**config.mk**
```make
export PLATFORM = sky130hd
export DESIGN_NAME = bsg_manycore_reset_sequencer
export DESIGN_NICKNAME = d
export VERILOG_FILES = /design/src/rtl/bsg_manycore_reset_sequencer.sv
export SDC_FILE = /design/constraint.sdc
export NUM_CORES = 1
export LEC_CHECK = 0
export ABC_AREA = 1
export CORE_MARGIN = 2
export CORE_UTILIZATION = 45
export CTS_CLUSTER_DIAMETER = 60
export DETAILED_ROUTE_END_ITERATION = 8
export PLACE_DENSITY = 0.75
export RECOVER_POWER = 25
export SLEW_MARGIN = 20
export SYNTH_ARGS = -nofsm -noshare
export SYNTH_HDL_FRONTEND = slang
export SYNTH_SLANG_ARGS = --single-unit
export TNS_END_PERCENT = 30
```
**constraint.sdc**
```tcl
create_clock -name clk_i -period 4.2 [get_ports clk_i]
set_input_delay 0.84 -clock clk_i [delete_from_list [all_inputs] [get_ports clk_i]]
set_output_delay 0.84 -clock clk_i [all_outputs]
set_load 0.02 [all_outputs]
```
**src/rtl/bsg_manycore_reset_sequencer.sv**
```systemverilog
// Multi-channel reset sequencer: holds channels in reset, releases them one after another,
// waits for each channel's tag-done with a timeout, then settles before signalling ready.
module bsg_manycore_reset_sequencer #(
  parameter int unsigned num_channels_p      = 4,
  parameter int unsigned reset_hold_cycles_p = 16,
  parameter int unsigned stagger_cycles_p    = 4,
  parameter int unsigned done_delay_p        = 3,
  parameter int unsigned timeout_cycles_p    = 1024,
  parameter int unsigned ctr_width_p         = 64
) (
  input  logic                      clk_i,
  input  logic                      reset_n_i,
  input  logic                      start_i,
  input  logic [num_channels_p-1:0] chan_en_i,
  input  logic [num_channels_p-1:0] tag_done_i,
  output logic [num_channels_p-1:0] chan_reset_o,
  output logic [num_channels_p-1:0] chan_done_o,
  output logic                      busy_o,
  output logic                      all_done_o,
  output logic                      timeout_o,
  output logic [num_channels_p-1:0] timeout_chan_o,
  output logic [ctr_width_p-1:0]    cycle_ctr_o,
  output logic [ctr_width_p-1:0]    done_cycle_o
);

  // One shared phase counter serves hold, stagger, timeout and settle timing.
  localparam int unsigned max_rs_lp = (reset_hold_cycles_p > stagger_cycles_p) ?
                                      reset_hold_cycles_p : stagger_cycles_p;
  localparam int unsigned max_dt_lp = (done_delay_p > timeout_cycles_p) ?
                                      done_delay_p : timeout_cycles_p;
  localparam int unsigned max_lp    = (max_rs_lp > max_dt_lp) ? max_rs_lp : max_dt_lp;
  localparam int unsigned cnt_w_lp  = $clog2(max_lp + 1);

  localparam logic [cnt_w_lp-1:0] hold_last_lp    = cnt_w_lp'(reset_hold_cycles_p - 1);
  localparam logic [cnt_w_lp-1:0] stagger_last_lp = cnt_w_lp'(stagger_cycles_p - 1);
  localparam logic [cnt_w_lp-1:0] timeout_last_lp = cnt_w_lp'(timeout_cycles_p - 1);
  localparam logic [cnt_w_lp-1:0] delay_last_lp   = cnt_w_lp'(done_delay_p - 1);

  typedef enum logic [2:0] {StHold, StRelease, StWait, StDelay, StDone, StError} state_e;

  state_e                    state_q, state_d;
  logic [cnt_w_lp-1:0]       cnt_q, cnt_d;
  logic [num_channels_p-1:0] mask_q, mask_d;
  logic [num_channels_p-1:0] pend_q, pend_d;
  logic [num_channels_p-1:0] rel_q, rel_d;
  logic [num_channels_p-1:0] done_q, done_d;
  logic [num_channels_p-1:0] tchan_q, tchan_d;
  logic [ctr_width_p-1:0]    ctr_q, ctr_d;
  logic [ctr_width_p-1:0]    done_cycle_q, done_cycle_d;

  logic [num_channels_p-1:0] low, rel_now, released, done_all, mask_cur, pend_rest;
  logic                      found, all_ok;

  always_comb begin
    low   = '0;
    found = 1'b0;
    for (int i = 0; i < int'(num_channels_p); i++) begin
      if (pend_q[i] && !found) begin
        low[i] = 1'b1;
        found  = 1'b1;
      end
    end

    // The channel being released this cycle drops its reset without waiting for a register.
    rel_now   = (state_q == StRelease && cnt_q == '0) ? low : '0;
    released  = rel_q | rel_now;
    done_all  = done_q | (tag_done_i & mask_q & released);
    all_ok    = ((done_all & mask_q) == mask_q);
    mask_cur  = (cnt_q == '0) ? chan_en_i : mask_q;
    pend_rest = pend_q & ~low;

    state_d      = state_q;
    cnt_d        = cnt_q + cnt_w_lp'(1);
    mask_d       = mask_q;
    pend_d       = pend_q;
    rel_d        = rel_q;
    tchan_d      = tchan_q;
    ctr_d        = ctr_q + ctr_width_p'(1);
    done_cycle_d = done_cycle_q;

    unique case (state_q)
      StHold: begin
        if (cnt_q == '0) mask_d = chan_en_i;
        if (cnt_q == hold_last_lp) begin
          pend_d  = mask_cur;
          cnt_d   = '0;
          state_d = (mask_cur == '0) ? StWait : StRelease;
        end
      end
      StRelease: begin
        if (cnt_q == '0) begin
          pend_d = pend_rest;
          rel_d  = rel_q | low;
        end
        if (cnt_q == '0 && pend_rest == '0) begin
          cnt_d   = '0;
          state_d = StWait;
        end else if (cnt_q == stagger_last_lp) begin
          cnt_d = '0;
        end
      end
      StWait: begin
        if (all_ok) begin
          cnt_d   = '0;
          state_d = (done_delay_p == 0) ? StDone : StDelay;
        end else if (cnt_q == timeout_last_lp) begin
          cnt_d   = '0;
          tchan_d = mask_q & ~done_all;
          state_d = StError;
        end
      end
      StDelay: begin
        if (cnt_q == delay_last_lp) begin
          cnt_d   = '0;
          state_d = StDone;
        end
      end
      StDone, StError: begin
        cnt_d = cnt_q;
        if (start_i) begin
          cnt_d   = '0;
          state_d = StHold;
        end
      end
      default: state_d = StHold;
    endcase

    if (state_d == StHold) begin
      pend_d  = '0;
      rel_d   = '0;
      tchan_d = '0;
    end
    done_d = (state_d == StHold) ? '0 : done_all;

    if (state_d == StDone && state_q != StDone) done_cycle_d = ctr_d;
  end

  always_ff @(posedge clk_i or negedge reset_n_i) begin
    if (!reset_n_i) begin
      state_q      <= StHold;
      cnt_q        <= '0;
      mask_q       <= '0;
      pend_q       <= '0;
      rel_q        <= '0;
      done_q       <= '0;
      tchan_q      <= '0;
      ctr_q        <= '0;
      done_cycle_q <= '0;
    end else begin
      state_q      <= state_d;
      cnt_q        <= cnt_d;
      mask_q       <= mask_d;
      pend_q       <= pend_d;
      rel_q        <= rel_d;
      done_q       <= done_d;
      tchan_q      <= tchan_d;
      ctr_q        <= ctr_d;
      done_cycle_q <= done_cycle_d;
    end
  end

  assign chan_reset_o   = ~released;
  assign chan_done_o    = done_q;
  assign busy_o         = (state_q == StHold) || (state_q == StRelease) ||
                          (state_q == StWait) || (state_q == StDelay);
  assign all_done_o     = (state_q == StDone);
  assign timeout_o      = (state_q == StError);
  assign timeout_chan_o = tchan_q;
  assign cycle_ctr_o    = ctr_q;
  assign done_cycle_o   = done_cycle_q;

endmodule

```
After elaboration in Yosys (flattened, before gate mapping)

Index checks and enable logic that the tools add are counted.

Input port bits: 11
Output and inout bits: 143
Register bits: 162
Word-level logic and storage cells: 100

Muxes and demuxes: 36
Add/sub/neg operators: 2
Bitwise operators: 11
Equal/unequal tests: 16
Reductions and logical operators: 26

Operators by type and width:

| kind                  | number |
|---|---|
| $mux 11               | 7 |
| $add 64x1->64 const B | 1 |
| $pmux 11 s5           | 1 |
| $mux 4                | 13 |
| $eq 11x2->1 const B   | 2 |
| $and 4x4->4           | 5 |
| $mux 3                | 6 |
| $pmux 3 s5            | 1 |
| $not 4->4             | 3 |
| $or 4x4->4            | 3 |
| $add 11x1->11 const B | 1 |
| $eq 11x10->1 const B  | 1 |
| $eq 11x4->1 const B   | 1 |
| $logic_not 11->1      | 1 |
| $eq 3x3->1 const B    | 3 |
| $logic_not 4->1       | 2 |
| $pmux 4 s2            | 1 |
| $reduce_bool 2->1     | 4 |
| $eq 3x2->1 const B    | 2 |
| $logic_and 1x1->1     | 6 |
| $logic_not 3->1       | 2 |
| $mux 1                | 6 |
| $ne 3x3->1 const B    | 2 |
| $reduce_and 3->1      | 2 |
| 11 further kinds      | 15 |

Longest topological paths before layout

Depth in word-level cells: 21
Mapped depth: 17
Gate-level depth less buffers: 16

Worst setup path after synthesis

OpenSTA, ideal clock, no wires.

Kind: register to register
Start: register ctr_q[0], in the netlist cycle_ctr_o[0]
End: register done_cycle_q[62], in the netlist done_cycle_o[62]
Required time: 4.083 ns
Buffers on the path: 0
Period minus slack after synthesis: 2.156 ns
Arrival time: 2.039 ns
Stages on the path, launching flop included: 14
Setup slack: 2.044 ns
Library setup time: 0.117 ns
Path through: dfrtp_1 ha_1 nand3_2 nor2_4 nand2_4 nor2_8 nand2_4 nor2_8 nand3_2 nor3_4 nand4_2 xnor2_2 nand2_1 nand2_1

Cells in the longest elaborated chain, start to end: 1

Ends and longest elaborated chain:

| what                   | line | source |
|---|---|---|
| from (decl)            | 48   | `logic [ctr_width_p-1:0] ctr_q, ctr_d;` |
| from (signal assigned) | 157  | `ctr_q <= ctr_d;` |
| $add 64x1->64          | 78   | `ctr_d = ctr_q + ctr_width_p'(1);` |
| named net ctr_d[62]    | 48   |  |
| to (signal assigned)   | 158  | `done_cycle_q <= done_cycle_d;` |
| to (decl)              | 49   | `logic [ctr_width_p-1:0] done_cycle_q, done_cycle_d;` |

The timed path passes the listed nets, and every way through them passes these cells.
A chain may end at the register's enable or synchronous reset.

Worst setup path after layout

Start: register cnt_q[0]
End: output chan_reset_o[2]

Cells in the longest elaborated chain, start to end: 5

Ends and longest elaborated chain:

| what                   | line | source |
|---|---|---|
| from (decl)            | 42   | `logic [cnt_w_lp-1:0] cnt_q, cnt_d;` |
| from (signal assigned) | 151  | `cnt_q <= cnt_d;` |
| $logic_not 11->1       | 65   | `rel_now = (state_q == StRelease && cnt_q == '0) ? low : '0;` |
| $logic_and 1x1->1      | 65   |  |
| $mux 4                 | 65   |  |
| $or 4x4->4             | 66   | `released = rel_q \| rel_now;` |
| $not 4->4              | 162  | `assign chan_reset_o = ~released;` |
| to (decl)              | 16   | `output logic [num_channels_p-1:0] chan_reset_o,` |

Every way passes these cells.

==> implementation parameters <==
Parameter                              Value

Clock network
  PostCTS Resize Cnt    0
  Clock Sink Count    162
  CTS H-tree depth    4
  Count of hold-fix buffers inserted at cts    0
  Inserted Clock Buffers    17
  Clock Path Buffers    2
  Latest clock arrival within the worst-skew pair    0.42 ns
  Worst-path clk slew    0.06 ns
  Clock tree from TritonCTS    yes
  Setup fix buffers added after clock tree synthesis    0
  Clock root buffer    sky130_fd_sc_hd__clkbuf_16

Drt
  Wire length per cell after detailed routing    15.4 um
  Overall routed net length    20800 um
  Met2 Wirelength    9720 um
  Ratio of routed vias to standard cells    5.00
  Post-Route M1 WL    9210 um
  Detailed router's first-iteration violation count    429
  Top layer used by detailed routing    met4
  Post-route DRC violation count    0
  Met3 Routed Length    1500 um
  Number of vias after detailed routing    6740
  Remaining antenna violation count    0
  DRT Pass-1 Iters    5

Job
  Max-cap viol count    1

Timing
  Unrepaired setup endpoints after global routing    no
  Count of final hold-check violations    0
  Tightest Pin Transition    1.71 ns
  Share of the clock period used by the worst path after layout    0.743
  FMAX    0.321 GHz
  Post-Route Setup TNS    0 ns
  Post-Route Skew    0.0130 ns
  Number of slew-limit violations in the final report    67
  Clock period minus worst slack    3.12 ns
  Max-slew headroom    -0.141
  Endpoints failing setup    0

Critical path
  Largest delay contributor family on the critical path    buffers and inverters
  CP Cell Sequence    inv_1, ha_1, inv_1, nor2_2, nand4_1, nand2_1, inv_1, clkdlybuf4s50_1
  Highest-delay cell along the critical path    sky130_fd_sc_hd__clkdlybuf4s50_1
  Path depth of the worst reg2reg path    13
  Nature of the critical path startpoint    register
  Required arrival time at the worst endpoint    3.36 ns
  Largest fanout of any net on the critical path    5
  Number of buffer and inverter stages on the critical path    4
  Total stage count of the critical path    8
  Endpoint class of the critical path    output port
  Data arrival time at the worst-slack endpoint    2.28 ns
  Category of the critical setup timing path    reg2out
  Peak per-stage delay on the critical path    0.53 ns
  Library cell appearing most often on the critical path    sky130_fd_sc_hd__inv_1

Cells and area
  Antenna diode count    0
  Share of final-layout standard cells stronger than drive strength 1    0.113
  Filler Cell Count    1527
  Final design utilization    0.588
  Number of nets in the finished design    1121
  Area growth syn-to-layout    29.1%

Logic synthesis
  Synthesized netlist net count    961
  Synth Warn #    0
  Share of synthesized registers carrying an async set or reset    1.00
  Number of library cell types mapped by synthesis    43
  Cell count after synthesis    946
  Flops & latches, synth    162
  Cell area after synthesis    8100 um2
  Number of enable flip-flop cells after synthesis    0
  Main synth FF type    sky130_fd_sc_hd__dfrtp_1
  Synthesized area per cell    8.56 um2
  Part of the Yosys area used for sequential elements    0.501

Power and ir drop
  Static Leakage    5.06 nW
  Total power divided by cell area    393 nW/um2
  Worst supply voltage drop on vdd    0.000359 V

Floorplan
  Core region area    17800 um2
  Row Count    49
  Die outline area    19100 um2
  Horiz. Die Dim    138 um
  Initial standard-cell utilization of the core    0.456
  Overall die height    138 um
  IO Pins    154

Place
  Half-perimeter wire length after placement    15000 um
  Routability-driven placement congestion ratio    0.935
  Number of port buffers    153

Global route
  Congestion Overflow GR    0
  Wire length of the first global-routing pass    34800 um
  Global Route Usage Sum    0.226
  Initial antenna violation count    0
  Number of global-route vias before repair    6731
  Pin count of the biggest net entering global routing    75

Outcome
  Violations in the final reports    capacitance limit, slew limit
  Outcome    complete, but fails checks

Hold path
  Hold Path Class    reg2reg
  Hold Path Stages    2
==> cells in the mapped netlist, types with 5 or more instances <==
library cell / number / area share
sky130_fd_sc_hd__buf_1: 5 / 0.0023
sky130_fd_sc_hd__a21oi_1: 9 / 0.0056
sky130_fd_sc_hd__nand2_2: 9 / 0.0070
sky130_fd_sc_hd__nor3_2: 7 / 0.0087
sky130_fd_sc_hd__xor2_1: 44 / 0.048
sky130_fd_sc_hd__xnor2_1: 17 / 0.018
sky130_fd_sc_hd__nor2_1: 52 / 0.024
sky130_fd_sc_hd__o21ai_0: 15 / 0.0093
sky130_fd_sc_hd__nand2_1: 320 / 0.15
sky130_fd_sc_hd__nand3_1: 29 / 0.018
sky130_fd_sc_hd__inv_1: 114 / 0.053
sky130_fd_sc_hd__nor2_4: 6 / 0.0083
sky130_fd_sc_hd__nor3_1: 31 / 0.019
sky130_fd_sc_hd__a21oi_2: 10 / 0.011
sky130_fd_sc_hd__nor2_2: 13 / 0.010
sky130_fd_sc_hd__nand4_1: 28 / 0.022
sky130_fd_sc_hd__clkbuf_1: 8 / 0.0037
sky130_fd_sc_hd__dfrtp_1: 162 / 0.50
sky130_fd_sc_hd__nand3_2: 13 / 0.016
sky130_fd_sc_hd__inv_2: 9 / 0.0042
==> stage by stage <==
step           hold slack [ns]  power [mW]  worst slack [ns]  area, um2  std cells
6_report                 0.476        4.11              1.08      10500       1348
4_1_cts                  0.422        4.15              1.05      10500       1348
2_1_floorplan            0.530        2.34              2.04       8100        946
5_1_grt                  0.495        4.32             0.725      10500       1348
3_3_place_gp             0.464        2.54              1.26       9890       1316
3_5_place_dp             0.464        2.56              1.16       9890       1316
==> sequential cells by signal, indices dropped and copies added (netlist names) <==
register,flops
cycle_ctr_o,64
done_cycle_o,64
rel_q,4
timeout_chan_o,4
mask_q,4
pend_q,4
chan_done_o,4
state_q,3
cnt_q,11
==> final cells by class <==
cell class,instances,area (um2),area share
repair buffers,157,1570,0.150
flip-flops and latches,162,4050,0.388
inverters,124,467,0.0446
clock buffers,17,425,0.0407
clock inverters,15,168,0.0160
multi-input cells,644,3490,0.334
well taps,229,287,0.0274
==> worst register-to-register path, delay by kind of cell, from the launching register on <==
family	cells	cell delay [ns]
xor gates and xnor gates	1	0.21
adders and majority gates	1	0.22
and+or+nand+nor	11	1.74
DFF	1	0.44
==> worst paths after layout <==
kind	slack (ns)	to	startpoint
setup / recovery	1.08	chan_reset_o[2]	cnt_q[0]$_DFFE_PN0P_
hold / removal	0.48	done_cycle_o[5]$_DFFE_PN0P_	done_cycle_o[5]$_DFFE_PN0P_
setup reg to reg	1.56	done_cycle_o[60]$_DFFE_PN0P_	cycle_ctr_o[0]$_DFF_PN0_
hold reg to reg	0.48	done_cycle_o[5]$_DFFE_PN0P_	done_cycle_o[5]$_DFFE_PN0P_
max in group asynchronous	1.35	cnt_q[1]$_DFFE_PN0P_	reset_n_i
min in group asynchronous	0.85	mask_q[3]$_DFFE_PN0P_	reset_n_i
==> where the power goes <==
group          internal (mW)  total (mW)  switching [mW]
clock                  0.896        1.59           0.692
sequential              1.63        1.70          0.0656
combinational          0.249       0.825           0.575
total                   2.78        4.11            1.33
==> cells by family (layout without fill, tap and decap cells) <==
family                   Yosys count  count (layout)  synth area share
AO/OA/AOI/OAI                     43              43            0.0334
buffers and inverters            140             313            0.0674
XOR/XNOR                          65              65            0.0740
AND/OR/NAND/NOR                  532             532             0.319
adder cells (fa/ha/maj)            4               4           0.00618
flip-flops                       162             162             0.501
==> cells in the final DEF (no fill, tap or decap), drive strengths merged <==
cell type / Yosys / layout
a21oi: 19 / 19
and3: 1 / 1
buf: 8 / 3
bufinv: 0 / 2
clkbuf: 8 / 19
clkdlybuf4s50: 0 / 152
clkinv: 1 / 5
dfrtp: 162 / 162
ha: 4 / 4
inv: 123 / 132
nand2: 333 / 333
nand3: 44 / 44
nand4: 32 / 32
nor2: 74 / 74
nor3: 40 / 40
nor3b: 2 / 2
nor4: 5 / 5
o2111ai: 1 / 1
o211ai: 1 / 1
o21ai: 20 / 20
o21bai: 1 / 1
o22ai: 1 / 1
or2: 1 / 1
xnor2: 20 / 20
xor2: 45 / 45
==> metal layers <==
layer | track usage | vias to the layer above
met4 | 0.0693 | 0
met5 | 0 | -
met2 | 0.358 | 213
met3 | 0.0679 | 29
met1 | 0.302 | 3216
li1 | - | 3282
Note: power is estimated with default switching activity, not from simulation.
